===== config.mk =====
export PLATFORM = sky130hd
export DESIGN_NAME = conv_kxk_mac_pipe
export DESIGN_NICKNAME = d
export VERILOG_FILES = /design/src/rtl/conv_kxk_mac_pipe.sv
export SDC_FILE = /design/constraint.sdc
export NUM_CORES = 2
export LEC_CHECK = 0
export CAP_MARGIN = 20
export CORE_ASPECT_RATIO = 0.7
export CORE_MARGIN = 5
export CORE_UTILIZATION = 57
export CTS_CLUSTER_DIAMETER = 80
export DETAILED_ROUTE_END_ITERATION = 7
export PLACE_DENSITY = 0.83
export SLEW_MARGIN = 20
export SYNTH_ARGS = -nofsm -noshare
export SYNTH_HDL_FRONTEND = slang
export SYNTH_SLANG_ARGS = --single-unit

===== constraint.sdc =====
create_clock -name clk -period 4.14 [get_ports clk]
set_clock_uncertainty 0.1 [all_clocks]
set_input_delay 0.828 -clock clk [delete_from_list [all_inputs] [get_ports clk]]
set_output_delay 0.828 -clock clk [all_outputs]
set_load 0.005 [all_outputs]

===== src/rtl/conv_kxk_mac_pipe.sv =====
// KxK convolution MAC engine: per-channel weight banks, 3-stage product / adder-tree / accumulate
// pipeline producing one output pixel per CH accepted input windows.
module conv_kxk_mac_pipe #(
    parameter  int DW     = 8,
    parameter  int K      = 3,
    parameter  int CH     = 1,
    parameter  int SIGNED = 0,
    localparam int N      = K * K,
    localparam int OW     = 2 * DW + $clog2(N * CH) + SIGNED
) (
    input  logic              clk,
    input  logic              rst_n,
    input  logic              weight_valid,
    input  logic [N*DW-1:0]   In_Weight,
    input  logic              in_valid,
    input  logic [N*DW-1:0]   In_IFM,
    input  logic              acc_clr,
    output logic              wt_ready,
    output logic              out_valid,
    output logic [OW-1:0]     Out_OFM
);

    localparam int            PW      = (CH > 1) ? $clog2(CH) : 1;
    localparam int            PROD_W  = 2 * DW;
    localparam logic [PW-1:0] LAST_CH = PW'(CH - 1);

    // Sign- or zero-extend both operands to the product width so one unsigned
    // multiply yields the correct low 2*DW bits in either mode.
    function automatic logic [PROD_W-1:0] mul_ext(input logic [DW-1:0] a, input logic [DW-1:0] b);
        logic [PROD_W-1:0] ae;
        logic [PROD_W-1:0] be;
        ae      = {{DW{(SIGNED != 0) && a[DW-1]}}, a};
        be      = {{DW{(SIGNED != 0) && b[DW-1]}}, b};
        mul_ext = ae * be;
    endfunction

    function automatic logic [OW-1:0] ext_ow(input logic [PROD_W-1:0] p);
        logic [OW-1:0] r;
        r               = {OW{(SIGNED != 0) && p[PROD_W-1]}};
        r[PROD_W-1:0]   = p;
        ext_ow          = r;
    endfunction

    // ---------------------------------------------------------------- state
    logic [N*DW-1:0]   bank_q [CH];
    logic [N*DW-1:0]   bank_d [CH];
    logic [PW-1:0]     wptr_q, wptr_d;
    logic [PW-1:0]     cptr_q, cptr_d;
    logic              wt_ready_q, wt_ready_d;

    logic [PROD_W-1:0] prod_q [N];
    logic [PROD_W-1:0] prod_d [N];
    logic              s1_valid_q, s1_valid_d;
    logic              s1_last_q, s1_last_d;

    logic [OW-1:0]     sum_q, sum_d;
    logic              s2_valid_q, s2_valid_d;
    logic              s2_last_q, s2_last_d;

    logic [OW-1:0]     acc_q, acc_d;
    logic              out_valid_q, out_valid_d;
    logic [OW-1:0]     ofm_q, ofm_d;

    logic              accept;
    logic [N*DW-1:0]   sel_w;

    // ---------------------------------------------------------------- weight load / channel pointer
    always_comb begin
        // NOTE: every always_comb output gets a default first so no path leaves it unassigned (no latch).
        bank_d     = bank_q;
        wptr_d     = wptr_q;
        wt_ready_d = wt_ready_q;
        cptr_d     = cptr_q;
        accept     = in_valid && wt_ready_q && !acc_clr;

        if (weight_valid) begin
            bank_d[wptr_q] = In_Weight;
            wptr_d         = (wptr_q == LAST_CH) ? '0 : wptr_q + 1'b1;
            if (wptr_q == LAST_CH) begin
                wt_ready_d = 1'b1;
            end
        end

        if (acc_clr) begin
            cptr_d = '0;
        end else if (accept) begin
            cptr_d = (cptr_q == LAST_CH) ? '0 : cptr_q + 1'b1;
        end
    end

    // ---------------------------------------------------------------- S1: element products
    // bank_q is read here before this edge's write lands, giving read-before-write on a shared edge.
    always_comb begin
        sel_w      = bank_q[cptr_q];
        prod_d     = prod_q;
        s1_valid_d = accept;
        s1_last_d  = s1_last_q;
        if (accept) begin
            for (int i = 0; i < N; i++) begin
                prod_d[i] = mul_ext(In_IFM[i*DW +: DW], sel_w[i*DW +: DW]);
            end
            s1_last_d = (cptr_q == LAST_CH);
        end
    end

    // ---------------------------------------------------------------- S2: adder tree
    always_comb begin
        sum_d      = sum_q;
        s2_valid_d = s1_valid_q && !acc_clr;
        s2_last_d  = s2_last_q;
        if (s1_valid_q) begin
            sum_d = '0;
            for (int i = 0; i < N; i++) begin
                sum_d = sum_d + ext_ow(prod_q[i]);
            end
            s2_last_d = s1_last_q;
        end
    end

    // ---------------------------------------------------------------- S3: channel accumulate / emit
    always_comb begin
        acc_d       = acc_q;
        out_valid_d = 1'b0;
        ofm_d       = '0;
        if (acc_clr) begin
            acc_d = '0;
        end else if (s2_valid_q) begin
            if (s2_last_q) begin
                out_valid_d = 1'b1;
                ofm_d       = acc_q + sum_q;
                acc_d       = '0;
            end else begin
                acc_d = acc_q + sum_q;
            end
        end
    end

    // ---------------------------------------------------------------- registers
    always_ff @(posedge clk or negedge rst_n) begin
        if (!rst_n) begin
            // NOTE: the weight banks are a register file with a real reset; a reset clears them and forces a reload.
            for (int c = 0; c < CH; c++) begin
                bank_q[c] <= '0;
            end
            for (int i = 0; i < N; i++) begin
                prod_q[i] <= '0;
            end
            wptr_q      <= '0;
            cptr_q      <= '0;
            wt_ready_q  <= 1'b0;
            s1_valid_q  <= 1'b0;
            s1_last_q   <= 1'b0;
            sum_q       <= '0;
            s2_valid_q  <= 1'b0;
            s2_last_q   <= 1'b0;
            acc_q       <= '0;
            out_valid_q <= 1'b0;
            ofm_q       <= '0;
        end else begin
            // NOTE: non-blocking assignments so every stage samples the previous cycle's values.
            bank_q      <= bank_d;
            prod_q      <= prod_d;
            wptr_q      <= wptr_d;
            cptr_q      <= cptr_d;
            wt_ready_q  <= wt_ready_d;
            s1_valid_q  <= s1_valid_d;
            s1_last_q   <= s1_last_d;
            sum_q       <= sum_d;
            s2_valid_q  <= s2_valid_d;
            s2_last_q   <= s2_last_d;
            acc_q       <= acc_d;
            out_valid_q <= out_valid_d;
            ofm_q       <= ofm_d;
        end
    end

    assign wt_ready  = wt_ready_q;
    assign out_valid = out_valid_q;
    assign Out_OFM   = ofm_q;

endmodule

==> run_results.csv <==
group,metric,value,unit
cts,h-tree-depth,2,
place,gp_congestion,0.9187,
die,die-area,0.06286,sq mm
route,drc,0,
run_status,status,"complete, but fails checks",
setup_path,r2r_cells,16,
logic_synthesis,yosys.area.top_type_share,26.40,%
setup_path,startpoint_type,"flip-flop",
grt,antenna_found_initial,1,
grt,grt_pass1_vias,28250,
logic_synthesis,synthFlopType,"dfrtp_1",
finish,layout.nets,5067,
sta,fin_ws,-0.4549,ns
sta,rsz0062_at_grt,"yes",
logic_synthesis,synth_edf_count,0,
logic_synthesis,async_flop_share,100.0,%
finish,final_cells,4896,
route,num_vias,27410,
route,drtPass1Iterations,8,
grt,grt.total_usage,28.56,%
setup_path,setup.worst_path.class,"flip-flop to flip-flop",
finish,final_layout_size_suffix_gt1_share,27.99,%
finish,fillers,3427,
cts,cts_tree,"yes",
place,port-buffer-count,170,
logic_synthesis,synth_seq_area_share,21.39,%
setup_path,arrival,4.95,ns
sta,worst_slew_margin_rel,42.20,%
logic_synthesis,synth_compound_gate_area_share,7.984,%
cts,clockRootBuffer,"clkbuf_16",
grt,grt_max_degree,108,
logic_synthesis,synth_xor_area_share,2.750,%
place,dp_hpwl,68.27,mm
place,place_inst,4755,
die,die_h,211.3,microns
logic_synthesis,synth-seq-cells,282,
sta,maxSlewViolCount,0,
route,drt-total-wl,95.09,mm
logic_synthesis,syn_nets,4394,
setup_path,critPathMaxFanout,2,
run,max_cap_violations,0,
logic_synthesis,syn-cell-area,0.03299,sq mm
logic_synthesis,synth_mux_area_share,3.057,%
cts,insertion_delay,0.58,ns
logic_synthesis,ys_types,69,
die,initial_utilization,57.88,%
logic_synthesis,synth.avg_cell_area,9.573,sq um
cts,clkTransAtPathRegs,0.07,ns
sta,max_freq,0.2176,GHz
sta,finalCritPeriodShare,111.0,%
cts,clock_sinks,282,
grt,grt.overflow.total,0,
setup_path,cp-end-kind,"flip-flop",
setup_path,critPathRequiredTime,4.49,ns
sta,tightest_slew,0.8670,ns
cts,cts_buffers,34,
cts,clk_path_buf_depth,3,
die,rows,73,
logic_synthesis,synth_fa_ha_area_share,40.20,%
route,drtAntennaViolNets,0,
logic_synthesis,synth_area_leaders,"fa_1, dfrtp_1, ha_1",
logic_synthesis,syn_inst,3446,
die,die_w,297.5,microns
sta,fin_crit,4.595,ns
logic_synthesis,yosysWarnings,0,
logic_synthesis,yosys.area_share.simple,16.62,%
logic_synthesis,yosysMostFrequentCell,"inv_1",
route,route.detailed.wl_per_inst,19.42,microns
die,ios,171,
hold_path,hp-class,"primary input to async pin",
die,core-area,0.05699,sq mm
sta,setup_violations,58,
grt,grt_pass1_wl,145.8,mm
sta,timing_hold_violations_final,0,
route,drt-initial-drc-count,2338,
logic_synthesis,synth_top_family_by_area,"adder cells",
sta,hold_ws,0.2343,ns
run_status,violations,"negative setup slack",
logic_synthesis,yosys.area.top_type,"fa_1",
finish,syn_to_final_growth,30.21,%
logic_synthesis,synth_common_cells,"inv_1, and2_1, fa_1",
route,viasPerCell,5.599,
==> critical path, stage by stage (launching register included) <==
cell,delay (ns)
dfrtp_1,0.35
inv_2,0.07
fa_1,0.54
inv_1,0.07
fa_1,0.49
fa_1,0.51
inv_1,0.05
fa_1,0.51
inv_1,0.06
ha_1,0.28
a21o_1,0.19
a21oi_2,0.18
o31a_1,0.23
a21oi_2,0.08
a211o_1,0.31
xor2_2,0.18
mux2_4,0.26
==> worst paths after layout <==
| check | startpoint | end | slack, ns |
|---|---|---|---|
| max | prod_q[3]$_DFFE_PN0P_ | sum_q[17]$_DFFE_PN0P_ | -0.45 |
| min | rst_n | bank_q[43]$_DFFE_PN0P_ | 0.23 |
| max reg2reg | prod_q[3]$_DFFE_PN0P_ | sum_q[17]$_DFFE_PN0P_ | -0.45 |
| min reg2reg | s1_last_q$_DFFE_PN0P_ | s1_last_q$_DFFE_PN0P_ | 0.37 |
| max in group asynchronous | rst_n | bank_q[35]$_DFFE_PN0P_ | 2.74 |
| min in group clk | s1_last_q$_DFFE_PN0P_ | s1_last_q$_DFFE_PN0P_ | 0.37 |
==> per-layer routing <==
layer / GRT usage [%] / part of all wire (%)
met3: 6.719 / 8.9
met2: 45.77 / 47
met4: 8.768 / 3.6
met5: 0 / 0
met1: 39.13 / 41
==> registers in the layout, summed over array words and instances, names as in the netlist, 20 cells and up <==
register  flops
Out_OFM      20
acc_q        20
bank_q       72
prod_q      144
sum_q        20
==> stage by stage <==
step	setup TNS [ns]	util [%]	worst slack, ns	area [sq um]
floorplan	-11.33	-	-0.7135	33610
global placement	-79.26	69.23	-1.341	39460
finish	-9.508	75.36	-0.4549	42950
CTS	-6.855	73.26	-0.3999	41760
detailed placement	-86.16	69.23	-1.380	39460
global route	-18.70	75.36	-0.5430	42950
==> cells by family (layout without fill, tap and decap cells) <==
| family | Yosys count | count (layout) |
|---|---|---|
| mux | 90 | 90 |
| fa+ha+maj | 799 | 799 |
| buf+inv | 702 | 1401 |
| xor+xnor | 102 | 102 |
| simple gates | 1059 | 1059 |
| compound gates | 412 | 412 |
| flops | 282 | 282 |
| other cells | 0 | 1 |
==> cell type report <==
cell class / count / area, sq um / area share (%)
clock inverter: 21 / 294.0 / 0.6845
multi-input combinational: 2462 / 25550 / 59.49
clock buffer: 41 / 938.4 / 2.185
antenna: 1 / 2.502 / 0.005826
tap: 750 / 938.4 / 2.185
sequential: 282 / 7096 / 16.52
inverter: 647 / 2431 / 5.660
timing repair buffer: 692 / 5699 / 13.27
==> what timing repair did <==
action                     4_1_cts  5_1_grt
gates resized for setup        411      291
setup endpoints to repair       93       83
hold buffers                     0        0
buffers inserted                48       36
pin swaps                      212      210
==> cells in the final DEF (no fill, tap or decap), types with 61 or more instances in the layout <==
master	count
mux2_2	78
o21ai_0	61
and2_4	65
and2_1	384
buf_6	62
buf_4	459
dfrtp_1	251
inv_1	582
fa_1	406
nand2_1	359
clkdlybuf4s50_1	96
inv_2	64
ha_1	305
Power is not shown: default switching activity piles up to over one toggle a cycle in this logic, so the estimate is an artifact.
